===== config.mk =====
export PLATFORM = sky130hd
export DESIGN_NAME = hazard_trap_ctrl
export DESIGN_NICKNAME = d
export VERILOG_FILES = /design/src/rtl/hazard_trap_ctrl.sv
export SDC_FILE = /design/constraint.sdc
export NUM_CORES = 1
export LEC_CHECK = 0
export BUFFER_PORTS_ARGS = -buffer_cell sky130_fd_sc_hd__buf_4
export CAP_MARGIN = 20
export CORE_UTILIZATION = 48
export DETAILED_ROUTE_END_ITERATION = 10
export PLACE_DENSITY = 0.78
export SLEW_MARGIN = 5
export SYNTH_ARGS = -nofsm -noshare
export SYNTH_HDL_FRONTEND = slang
export SYNTH_SLANG_ARGS = --single-unit

===== constraint.sdc =====
create_clock -name clk -period 4.59 [get_ports clk]
set_input_delay 0.6885 -clock clk [delete_from_list [all_inputs] [get_ports clk]]
set_output_delay 0.6885 -clock clk [all_outputs]
set_load 0.005 [all_outputs]

===== src/rtl/hazard_trap_ctrl.sv =====
// rtl/hazard_trap_ctrl.sv - pipeline stall/flush and trap sequencing controller
//
// Purpose: drives stall/flush of the 5-stage core for load-use hazards, taken
// branches and memory wait states, and sequences trap entry/return
// (RUN -> DRAIN -> TRAP -> RUN) with a registered one-cycle pulse.
// Ports:
//   clk, rstn                      clock, asynchronous active-low reset
//   id_*_i                         decode-stage valid and source registers
//   ex_*_i                         execute-stage valid/load/rd/exception/branch
//   mem_valid_i, wb_valid_i        later stages occupied
//   mem_busy_i                     data memory wait state
//   fetch_stall_o, id_stall_o,
//   id_flush_o, ex_flush_o,
//   ex_stall_o                     combinational pipeline controls
//   trap_enter_o, trap_return_o    registered one-cycle pulses
//   trap_cause_o                   0 ILLEGAL, 1 ECALL, 2 EBREAK, 3 MRET
//   drain_timeout_o                sticky drain timeout flag
//   stall_cycles_o                 saturating fetch-stall cycle count
module hazard_trap_ctrl #(
    parameter int DRAIN_MAX = 15,
    parameter int CNT_W     = 16
) (
    input  logic             clk,
    input  logic             rstn,
    input  logic             id_valid_i,
    input  logic [4:0]       id_rs1_addr_i,
    input  logic [4:0]       id_rs2_addr_i,
    input  logic             ex_valid_i,
    input  logic             ex_load_i,
    input  logic [4:0]       ex_rd_addr_i,
    input  logic [3:0]       ex_exception_i,
    input  logic             ex_branch_taken_i,
    input  logic             mem_valid_i,
    input  logic             wb_valid_i,
    input  logic             mem_busy_i,
    output logic             fetch_stall_o,
    output logic             id_stall_o,
    output logic             id_flush_o,
    output logic             ex_flush_o,
    output logic             ex_stall_o,
    output logic             trap_enter_o,
    output logic             trap_return_o,
    output logic [1:0]       trap_cause_o,
    output logic             drain_timeout_o,
    output logic [CNT_W-1:0] stall_cycles_o
);

    localparam int DW = $clog2(DRAIN_MAX + 1);

    typedef enum logic [1:0] {
        S_RUN   = 2'd0,
        S_DRAIN = 2'd1,
        S_TRAP  = 2'd2
    } state_t;

    state_t           state_q, state_d;
    logic [DW-1:0]    drain_cnt_q, drain_cnt_d;
    logic [1:0]       cause_q, cause_d;
    logic             timeout_q, timeout_d;
    logic             trap_enter_q, trap_enter_d;
    logic             trap_return_q, trap_return_d;
    logic [CNT_W-1:0] stall_cnt_q, stall_cnt_d;

    logic exc;
    logic lu;
    logic pipe_empty;

    assign exc = ex_valid_i & (|ex_exception_i);
    assign lu  = id_valid_i & ex_valid_i & ex_load_i & (ex_rd_addr_i != 5'd0) &
                 ((ex_rd_addr_i == id_rs1_addr_i) | (ex_rd_addr_i == id_rs2_addr_i));
    assign pipe_empty = ~mem_valid_i & ~wb_valid_i & ~mem_busy_i;

    // State register
    always_ff @(posedge clk or negedge rstn) begin
        if (!rstn) begin
            state_q       <= S_RUN;
            drain_cnt_q   <= '0;
            cause_q       <= 2'd0;
            timeout_q     <= 1'b0;
            trap_enter_q  <= 1'b0;
            trap_return_q <= 1'b0;
            stall_cnt_q   <= '0;
        end else begin
            state_q       <= state_d;
            drain_cnt_q   <= drain_cnt_d;
            cause_q       <= cause_d;
            timeout_q     <= timeout_d;
            trap_enter_q  <= trap_enter_d;
            trap_return_q <= trap_return_d;
            stall_cnt_q   <= stall_cnt_d;
        end
    end

    // Next-state logic
    always_comb begin
        state_d     = state_q;
        drain_cnt_d = drain_cnt_q;
        cause_d     = cause_q;
        timeout_d   = timeout_q;
        unique case (state_q)
            S_RUN: begin
                if (exc) begin
                    // Lowest set bit wins: ILLEGAL > ECALL > EBREAK > MRET
                    if (ex_exception_i[0])      cause_d = 2'd0;
                    else if (ex_exception_i[1]) cause_d = 2'd1;
                    else if (ex_exception_i[2]) cause_d = 2'd2;
                    else                        cause_d = 2'd3;
                    drain_cnt_d = '0;
                    state_d     = S_DRAIN;
                end
            end
            S_DRAIN: begin
                if (pipe_empty) begin
                    state_d = S_TRAP;
                end else if (drain_cnt_q == DW'(DRAIN_MAX)) begin
                    timeout_d = 1'b1;
                    state_d   = S_TRAP;
                end else begin
                    drain_cnt_d = drain_cnt_q + 1'b1;
                end
            end
            S_TRAP:  state_d = S_RUN;
            default: state_d = S_RUN;
        endcase
    end

    // Output logic
    always_comb begin
        fetch_stall_o = 1'b0;
        id_stall_o    = 1'b0;
        id_flush_o    = 1'b0;
        ex_flush_o    = 1'b0;
        ex_stall_o    = 1'b0;
        if (state_q == S_RUN) begin
            if (exc) begin
                fetch_stall_o = 1'b1;
                id_flush_o    = 1'b1;
                ex_flush_o    = 1'b1;
            end else if (ex_branch_taken_i) begin
                // Branch resolved in execute: only the younger fetch/decode die
                id_flush_o = 1'b1;
            end else if (mem_busy_i) begin
                fetch_stall_o = 1'b1;
                id_stall_o    = 1'b1;
                ex_stall_o    = 1'b1;
            end else if (lu) begin
                // Load moves on; decode holds and injects a bubble into execute
                fetch_stall_o = 1'b1;
                id_stall_o    = 1'b1;
            end
        end else begin
            fetch_stall_o = 1'b1;
            id_flush_o    = 1'b1;
            ex_flush_o    = 1'b1;
        end

        trap_enter_d  = (state_q == S_TRAP) && (cause_q != 2'd3);
        trap_return_d = (state_q == S_TRAP) && (cause_q == 2'd3);

        stall_cnt_d = stall_cnt_q;
        if (fetch_stall_o && (stall_cnt_q != {CNT_W{1'b1}}))
            stall_cnt_d = stall_cnt_q + 1'b1;
    end

    assign trap_enter_o    = trap_enter_q;
    assign trap_return_o   = trap_return_q;
    assign trap_cause_o    = cause_q;
    assign drain_timeout_o = timeout_q;
    assign stall_cycles_o  = stall_cnt_q;

endmodule


==> results.ini, run 1 <==
[sta]
period_share = 0.622
fmax_mhz = 350
max-slew-margin-rel = 0.562
rsz0062_at_grt = no
drv_slew = 0
fin_worst_skew_ps = 6.92
timing.setup.tns_ps = 0
finalCriticalPeriod_ps = 2860
postLayoutSetupSlackWorst_ps = 1730
setup-violations-final = 0
tightest_slew_ps = 653
hold_violations = 0

[clock_tree]
post_cts_resized = 0
cts.clk_slew.worst_paths_ps = 150
h-tree-depth = 1
numCtsBuffers = 3
cts_hold_buf = 0
clk_latency_ps = 320
clockBufferDepth = 2
cts_tree = built
cts_setup_buffers = 0
cts.sinks = 27
cts-root-buf = clkbuf_4

[pwr]
p_sw_uw = 329
p_int_uw = 528
power.density_mw_per_mm2 = 449
power.share.clock = 0.120
swShare = 0.384
ir_drop_v = 0.000390
p_leak_uw = 0.000884
power_frac_comb = 0.401
pwr-share-seq = 0.479
total_power_uw = 857

[synthesis]
synth_edf_count = 0
ys.warnings.count = 0
syn_inst = 144
syn_area_mm2 = 0.00146
ys.flop_type = dfrtp_1
syn_area_per_cell_um2 = 10.1
syn-num-nets = 174
synth-async-reset-ratio = 1.00
seq_area_frac_synth = 0.464
ys_types = 35
ys_seq_elements = 27

[floorplanning]
io_pins = 54
die_y_um = 57.1
num_rows = 19
core_mm2 = 0.00281
dieArea_mm2 = 0.00326
fp.dieW_um = 57.1
start_util = 0.520

[critical_path]
path_cells = buf_4 > or4_1 > o2111ai_1 > inv_1 > a21oi_1 > o21ai_1 > buf_4
critPathCaptureType = output port
critical_path_class = input port to output port
path_buf_inv = 3
worstPathRequired_ps = 3900
critPathSlowestCell = or4_1
worst_path_most_repeated_cell = buf_4
reg2reg_to = stall_cycles_o[15]$_DFFE_PN0P_
r2r_slack_ps = 2320
critPathLaunchType = input port
crit_family = compound AO/OA/AOI/OAI gates
arrival_ps = 2170
worst_r2r_path_depth = 8
crit_fanout = 4
cpPeakStageDelay_ps = 520
r2r-start = stall_cycles_o[0]$_DFFE_PN0P_

[place]
dpl_worst_slack_ps = 1730
place_congestion = 0.863
dp_hpwl_um = 2420
dp_cells = 227
io_buffers = 53

[layout]
antenna_cells = 0
final_cells = 231
drive_gt1_frac = 0.325
seq_area_um2 = 676
nets = 231
multi_input_comb_area_um2 = 741
fillCellCount = 233
area_growth_pct = 31.1

[flow_run]
max-cap-violations = 0

[drt]
dr.pass1.iters = 7
vias = 1271
routed_wl_um = 3090
post-route-drc-count = 11
ant_nets = 0
wire_per_inst_um = 13.4
first_iter_violations = 41
vias_per_cell = 5.50

[status]
status = finished with violations
failed_checks = DRC

[global_routing]
grt_pass1_vias = 1173
overflow = 0
grt_usage = 0.198
grt_antenna_before_repair = 0
grt_max_degree = 28
grt_pass1_wl_um = 5090

[hold_path]
hold_class = input port to async pin

==> per-layer routing <==
metal	GRT usage	up-vias	part of all wire
li1	-	618	-
met1	0.255	622	0.42
met5	0	-	0
met3	0.0363	2	0.055
met4	0.0418	0	0.0039
met2	0.350	29	0.52
==> layout by cell type (no fill, tap or decap), types with 2 or more instances in the layout <==
cell	Yosys	routed
clkbuf_4	0	3
nor2_1	13	13
mux2_1	2	2
buf_4	0	53
inv_1	7	7
o21ai_1	2	2
a21oi_1	5	5
dfrtp_1	27	27
a31oi_1	2	2
or2_2	2	2
nand3_1	9	9
nand2_1	10	10
nand4_1	2	2
o31ai_1	2	2
xor2_1	12	12
nor4_1	4	4
xnor2_1	12	12
nand2b_1	6	6
ha_1	2	2
nor3_1	7	7
and2_1	2	2
==> metrics by stage <==
step                hold slack (ps)  utilization  area, µm²
finish                          242        0.681       1910
global route                    245        0.681       1910
CTS                             254        0.681       1910
detailed placement              468        0.671       1880
global placement                455        0.671       1880
floorplan                       393            -       1460
==> synthesized netlist by cell type (2+ instances only) <==
library cell | count | area [µm²]
nor4_1 | 4 | 25.0
xor2_1 | 12 | 105
ha_1 | 2 | 25.0
a21oi_1 | 5 | 25.0
xnor2_1 | 12 | 105
a31oi_1 | 2 | 12.5
nand4_1 | 2 | 12.5
or2_2 | 2 | 12.5
and2_1 | 2 | 12.5
o31ai_1 | 2 | 15.0
o21ai_1 | 2 | 10.0
nand3_1 | 9 | 45.0
nand2b_1 | 6 | 37.5
dfrtp_1 | 27 | 676
inv_1 | 7 | 26.3
nor3_1 | 7 | 35.0
nand2_1 | 10 | 37.5
nor2_1 | 13 | 48.8
mux2_1 | 2 | 22.5
==> worst max path at each step <==
stage                     slack (ps)             from             to  cells past startpoint
after floorplan                 2110  ex_rd_addr_i[1]  fetch_stall_o                      5
after global placement          1760  ex_rd_addr_i[1]  fetch_stall_o                      7
after detailed placement        1730  ex_rd_addr_i[1]  fetch_stall_o                      7
after CTS                       1730  ex_rd_addr_i[1]  fetch_stall_o                      7
after global routing            1650  ex_rd_addr_i[1]  fetch_stall_o                      7
final                           1730  ex_rd_addr_i[1]  fetch_stall_o                      7
==> power by group through the flow <==
stage | combinational [µW] | clock (µW) | sequential (µW)
6_report | 343 | 103 | 411
2_1_floorplan | 190 | 0 | 405
4_1_cts | 349 | 106 | 410
3_3_place_gp | 338 | 0 | 409
3_5_place_dp | 349 | 0 | 414
5_1_grt | 383 | 117 | 423
==> logic make-up after synthesis <==
| logic type | synth area share |
|---|---|
| XOR/XNOR | 0.144 |
| adder cells (fa/ha/maj) | 0.0172 |
| multiplexers | 0.0232 |
| flip-flops | 0.464 |
| AO/OA/AOI/OAI | 0.0781 |
| AND/OR/NAND/NOR | 0.245 |
| buffers and inverters | 0.0283 |
==> state kept, by name, summed over array words and instances, names as in the netlist <==
| signal | cells |
|---|---|
| drain_cnt_q | 4 |
| drain_timeout_o | 1 |
| stall_cycles_o | 16 |
| state_q | 2 |
| trap_cause_o | 2 |
| trap_enter_o | 1 |
| trap_return_o | 1 |
==> cell type report <==
class | count | area share
clock inverters | 1 | 0.00262
clock buffers | 3 | 0.0118
repair buffers | 53 | 0.208
flip-flops and latches | 27 | 0.354
well taps | 31 | 0.0203
inverters | 8 | 0.0157
multi-input cells | 108 | 0.388
No activity file was read; power rests on OpenSTA's default activity.
==> inputs of run 2 (changes only) <==
--- a/config.mk
+++ b/config.mk
@@ -5,11 +5,12 @@
 export SDC_FILE = /design/constraint.sdc
 export NUM_CORES = 1
 export LEC_CHECK = 0
+export ABC_AREA = 1
 export BUFFER_PORTS_ARGS = -buffer_cell sky130_fd_sc_hd__buf_4
 export CAP_MARGIN = 20
-export CORE_UTILIZATION = 48
+export CORE_UTILIZATION = 46
 export DETAILED_ROUTE_END_ITERATION = 10
-export PLACE_DENSITY = 0.78
+export PLACE_DENSITY = 0.76
 export SLEW_MARGIN = 5
 export SYNTH_ARGS = -nofsm -noshare
 export SYNTH_HDL_FRONTEND = slang
==> constraint.sdc (replaced) <==
create_clock -name clk -period 2.6 [get_ports clk]
set_input_delay 0.39 -clock clk [delete_from_list [all_inputs] [get_ports clk]]
set_output_delay 0.39 -clock clk [all_outputs]
set_load 0.005 [all_outputs]
==> run 2 against run 1 <==
Net effect:
- the flow now finishes without violations
- sequential power grew 56%
- combinational power grew 68%
- setup slack lost 1100 ps
- cell count grew 45%
- design area grew 13%
- clock power grew 140%
- area after synthesis grew 16%
- via count grew 26%
- count of clock-buffer cells in the layout grew 1
- critical endpoint unchanged
- largest cell class unchanged
- largest power group unchanged
==> results.ini, run 2 <==
[status]
status = finished clean

[clock_tree]
clockBufferDepth = 2
cts.clk_slew.worst_paths_ps = 90
cts_setup_buffers = 0
clk_latency_ps = 280
cts-root-buf = clkbuf_8
numCtsBuffers = 3
cts_tree = built
h-tree-depth = 1
cts_hold_buf = 0
post_cts_resized = 0
cts.sinks = 27

[synthesis]
syn-num-nets = 265
synth-async-reset-ratio = 1.00
synth_area_leaders = dfrtp_1 40%, nand2_1 18%, nand3_1 8.0%
synth_edf_count = 0
ys_types = 27
ys_seq_elements = 27
syn_inst = 235
yosys.area.top_type = dfrtp_1
netlist.area_leader.share = 0.399
syn_area_per_cell_um2 = 7.20
ys.warnings.count = 0
yosysMostFrequentCell = nand2_1
ys.flop_type = dfrtp_1
seq_area_frac_synth = 0.399
syn_area_mm2 = 0.00169
ys_top_cells_by_count = 80 x nand2_1, 27 x dfrtp_1, 27 x nand3_1

[layout]
final_common_cell = nand2_1
post-route-util = 0.630
final_cell_mix = 80 x nand2_1, 53 x buf_4, 27 x nand3_1, 27 x dfrtp_1
area_growth_pct = 28.2
antenna_cells = 0
final_cells = 335
largest_reg_flops = 16
nets = 320
drive_gt1_frac = 0.239

[global_routing]
grt_pass1_wl_um = 6010
grt_usage = 0.189
overflow = 0
grt_antenna_before_repair = 0
grt_pass1_vias = 1450
grt_max_degree = 28

[critical_path]
critPathCaptureType = output port
critical_path_class = flip-flop to output port
crit_fanout = 19
arrival_ps = 1540
critPathLaunchType = flip-flop
worstPathRequired_ps = 2210

[sta]
holdWs_ps = 6.56
timing.setup.tns_ps = 0
max-slew-margin-rel = 0.773
fin_worst_skew_ps = 4.05
fmax_mhz = 518
rsz0062_at_grt = no
hold_violations = 0
drv_slew = 0
finalCriticalPeriod_ps = 1930
period_share = 0.742
setup-violations-final = 0
tightest_slew_ps = 341

[drt]
first_iter_violations = 69
vias_per_cell = 4.78
vias = 1601
wire_per_inst_um = 10.3
ant_nets = 0
dr.pass1.iters = 4
post-route-drc-count = 0
routed_wl_um = 3460

[place]
dp_cells = 331
place_congestion = 0.794
dp_hpwl_um = 2710
io_buffers = 53

[floorplanning]
fp.dieW_um = 62.6
io_pins = 54
dieArea_mm2 = 0.00392
num_rows = 21
core_mm2 = 0.00344
start_util = 0.491
die_y_um = 62.6

[flow_run]
max-cap-violations = 0

[pwr]
p_leak_uw = 0.00120
ir_drop_v = 0.000474
power.density_mw_per_mm2 = 673

[hold_path]
hold_class = input port to async pin

[run 2: changes by cell type after synthesis, sizes merged, moves of 3 or more]
cell	delta
nor2	+14
nor3	-4
nand3	+18
mux2	-3
inv	+22
nand2	+74
nor4	-3
xnor2	-6
nand2b	-6
[run 2: path summary, 6_finish.rpt]
check	from	to	slack [ps]	cells past startpoint
max in group asynchronous	rstn	state_q[0]$_DFFE_PN0P_	2330	1
min	rstn	stall_cycles_o[4]$_DFFE_PN0P_	7	1
min reg2reg	drain_timeout_o$_DFFE_PN0P_	drain_timeout_o$_DFFE_PN0P_	500	1
max reg2reg	stall_cycles_o[0]$_DFFE_PN0P_	stall_cycles_o[7]$_DFFE_PN0P_	890	9
min in group clk	ex_exception_i[0]	trap_cause_o[0]$_DFFE_PN0P_	300	2
max	state_q[0]$_DFFE_PN0P_	fetch_stall_o	670	5
[run 2: cell type report]
| class | instances | area, µm² |
|---|---|---|
| fillers | 321 | 1270 |
| multi-input cells | 175 | 880 |
| flip-flops and latches | 27 | 676 |
| repair buffers | 53 | 398 |
| inverters | 30 | 113 |
| well taps | 46 | 57.6 |
| clock buffers | 4 | 45.0 |
[run 2: cells by family (layout without fill, tap and decap cells)]
logic type / after synthesis / count (layout) / share of synthesized area
simple gates: 148 / 148 / 0.390
buf+inv: 33 / 87 / 0.0806
flops: 27 / 27 / 0.399
xor+xnor: 16 / 16 / 0.0828
compound gates: 9 / 9 / 0.0325
fa+ha+maj: 2 / 2 / 0.0148
[run 2: worst max-delay path: stages (launching register included)]
cell     delay [ps]
dfrtp_1         420
nor2_1          150
inv_1            50
nor2_1          250
nand2_4         200
buf_4           190
[run 2: per-layer routing]
metal,vias up,GRT usage,wire (µm)
met3,5,0.0420,188
met2,43,0.329,1610
li1,841,-,-
met1,712,0.227,1630
met5,-,0,0
met4,0,0.0698,32
[run 2: stage by stage]
stage / cell area (µm²) / worst slack (ps) / total power, µW
global placement: 2120 / 775 / 1220
finish: 2170 / 671 / 1460
CTS: 2170 / 651 / 1480
floorplan: 1690 / 1050 / 991
global route: 2170 / 531 / 1590
detailed placement: 2120 / 767 / 1230
[run 2: power by group]
group / internal (µW) / total, µW / switching [µW]
Clock: 110 / 243 / 133
Sequential: 528 / 642 / 114
Combinational: 272 / 575 / 303
==> inputs of run 3 (changes only) <==
==> constraint.sdc (replaced) <==
create_clock -name clk -period 1.75 [get_ports clk]
set_input_delay 0.2625 -clock clk [delete_from_list [all_inputs] [get_ports clk]]
set_output_delay 0.2625 -clock clk [all_outputs]
set_load 0.005 [all_outputs]
==> run 3 against run 2 <==
Net effect:
- routed wire length up 13%
- utilization is 4.3 points higher
- setup slack worse by 550 ps
- critical endpoint is now stall_cycles_o[14]$_DFFE_PN0P_
==> results.ini, run 3 (synthesized netlist as in run 2, its figures left out) <==
[status]
status = finished clean

[clock_tree]
clockBufferDepth = 2
h-tree-depth = 1
numCtsBuffers = 3
clk_latency_ps = 280
cts.clk_slew.worst_paths_ps = 90
cts-root-buf = clkbuf_8
cts_tree = built
cts.sinks = 27

[drt]
post-route-drc-count = 0
dr.pass1.iters = 4
vias_per_cell = 4.85
wire_per_inst_um = 11.1
routed_wl_um = 3890
first_iter_violations = 140
ant_nets = 0
vias = 1696

[critical_path]
crit_fanout = 17
worst_path_most_repeated_cell = nand2_1
worstPathRequired_ps = 1970
crit_end = stall_cycles_o[14]$_DFFE_PN0P_
r2r_slack_ps = 120
crit_start = stall_cycles_o[0]$_DFFE_PN0P_
critPathSlowestCell = dfrtp_2
worst_r2r_path_depth = 9
r2r-start = stall_cycles_o[0]$_DFFE_PN0P_
cpPeakStageDelay_ps = 420
critical_path_class = flip-flop to flip-flop
arrival_ps = 1850
path_cells = ha_1 > nand2_1 > nor2_4 > nand2_2 > nor2_4 > nand2_4 > nand2_4 > nand2_1 > nand2_1
critPathLaunchType = flip-flop
critPathCaptureType = flip-flop
reg2reg_to = stall_cycles_o[14]$_DFFE_PN0P_

[layout]
post-route-util = 0.673
final_cells = 350
multi_input_comb_area_um2 = 915
drive_gt1_frac = 0.286
final_common_cell = nand2_1
nets = 335
seq_area_um2 = 677
final_cell_mix = 80 x nand2_1, 66 x buf_4, 27 x nand3_1, 26 x inv_1, 26 x dfrtp_1
antenna_cells = 0
largest_reg_flops = 16
fillCellCount = 316
area_growth_pct = 36.9

[sta]
period_share = 0.932
finalCriticalPeriod_ps = 1630
fmax_mhz = 613
timing.setup.tns_ps = 0
hold_violations = 0
drv_slew = 0
postLayoutSetupSlackWorst_ps = 119
rsz0062_at_grt = no
max-slew-margin-rel = 0.774
fin_worst_skew_ps = 2.96
setup-violations-final = 0
tightest_slew_ps = 340

[global_routing]
grt_antenna_before_repair = 0
grt_pass1_vias = 1560
grt_max_degree = 28
grt_pass1_wl_um = 6560
grt_usage = 0.206
overflow = 0

[pwr]
power.density_mw_per_mm2 = 1020
p_leak_uw = 0.00128
ir_drop_v = 0.000682
total_power_uw = 2370

[hold_path]
hold_class = input port to flip-flop

[place]
dp_hpwl_um = 2820
place_congestion = 0.894
dp_cells = 337
io_buffers = 53
dpl_worst_slack_ps = 29.4

[flow_run]
max-cap-violations = 0

[floorplanning]
start_util = 0.491
dieArea_mm2 = 0.00392
fp.dieW_um = 62.6
io_pins = 54
core_mm2 = 0.00344
die_y_um = 62.6
num_rows = 21

[run 3: cell types whose count changed in the layout (fill, tap and decap cells not counted)]
cell	previous run	this run
dlygate4sd3_1	0	1
nand2_8	0	1
clkbuf_1	1	0
buf_4	53	66
nor2_4	1	3
dfrtp_1	27	26
nor2_1	26	24
clkinvlp_4	0	1
dfrtp_2	0	1
[run 3: critical path, delay by kind of cell, from the launching register on]
family                   cells  cell delay [ps]
AND/OR/NAND/NOR              8              960
adder cells (fa/ha/maj)      1              200
flip-flops                   1              420
[run 3: power breakdown]
part | internal [µW] | switching, µW
Sequential | 786 | 152
Clock | 162 | 202
Combinational | 529 | 541
[run 3: cell type report]
cell class | count | share of cell area
sequential | 27 | 0.292
timing repair buffer | 67 | 0.218
clock inverter | 1 | 0.00324
inverter | 30 | 0.0486
multi-input combinational | 176 | 0.395
tap | 46 | 0.0249
clock buffer | 3 | 0.0178
[run 3: through the flow]
stage,hold WS [ps],instance area [µm²]
2_1_floorplan,-33.1,1690
3_3_place_gp,193,2170
3_5_place_dp,194,2170
4_1_cts,148,2240
5_1_grt,160,2320
6_report,157,2320
[run 3: metal layers]
metal / track usage / vias to the layer above / share of wire
li1: - / 875 / -
met1: 0.255 / 760 / 0.45
met2: 0.365 / 52 / 0.49
met3: 0.0401 / 9 / 0.049
met4: 0.0494 / 0 / 0.015
met5: 0 / - / 0
[run 3: timing repair]
action	CTS	global route
hold buffers	1	0
endpoints found under the setup margin	4	19
setup buffers	0	7
hold endpoints to repair	27	0
cloned	0	1
pin swaps	0	2
resized for setup	2	4
[run 3: worst min-delay path by stage]
stage	from	endpoint	slack (ps)	cells after the start
after CTS	ex_exception_i[0]	trap_cause_o[0]$_DFFE_PN0P_	150	2
after global placement	rstn	stall_cycles_o[3]$_DFFE_PN0P_	190	1
after detailed placement	rstn	stall_cycles_o[3]$_DFFE_PN0P_	190	1
final	ex_exception_i[0]	trap_cause_o[0]$_DFFE_PN0P_	160	2
after global routing	ex_exception_i[0]	trap_cause_o[0]$_DFFE_PN0P_	160	2
after floorplan	rstn	drain_cnt_q[0]$_DFFE_PN0P_	-30	0
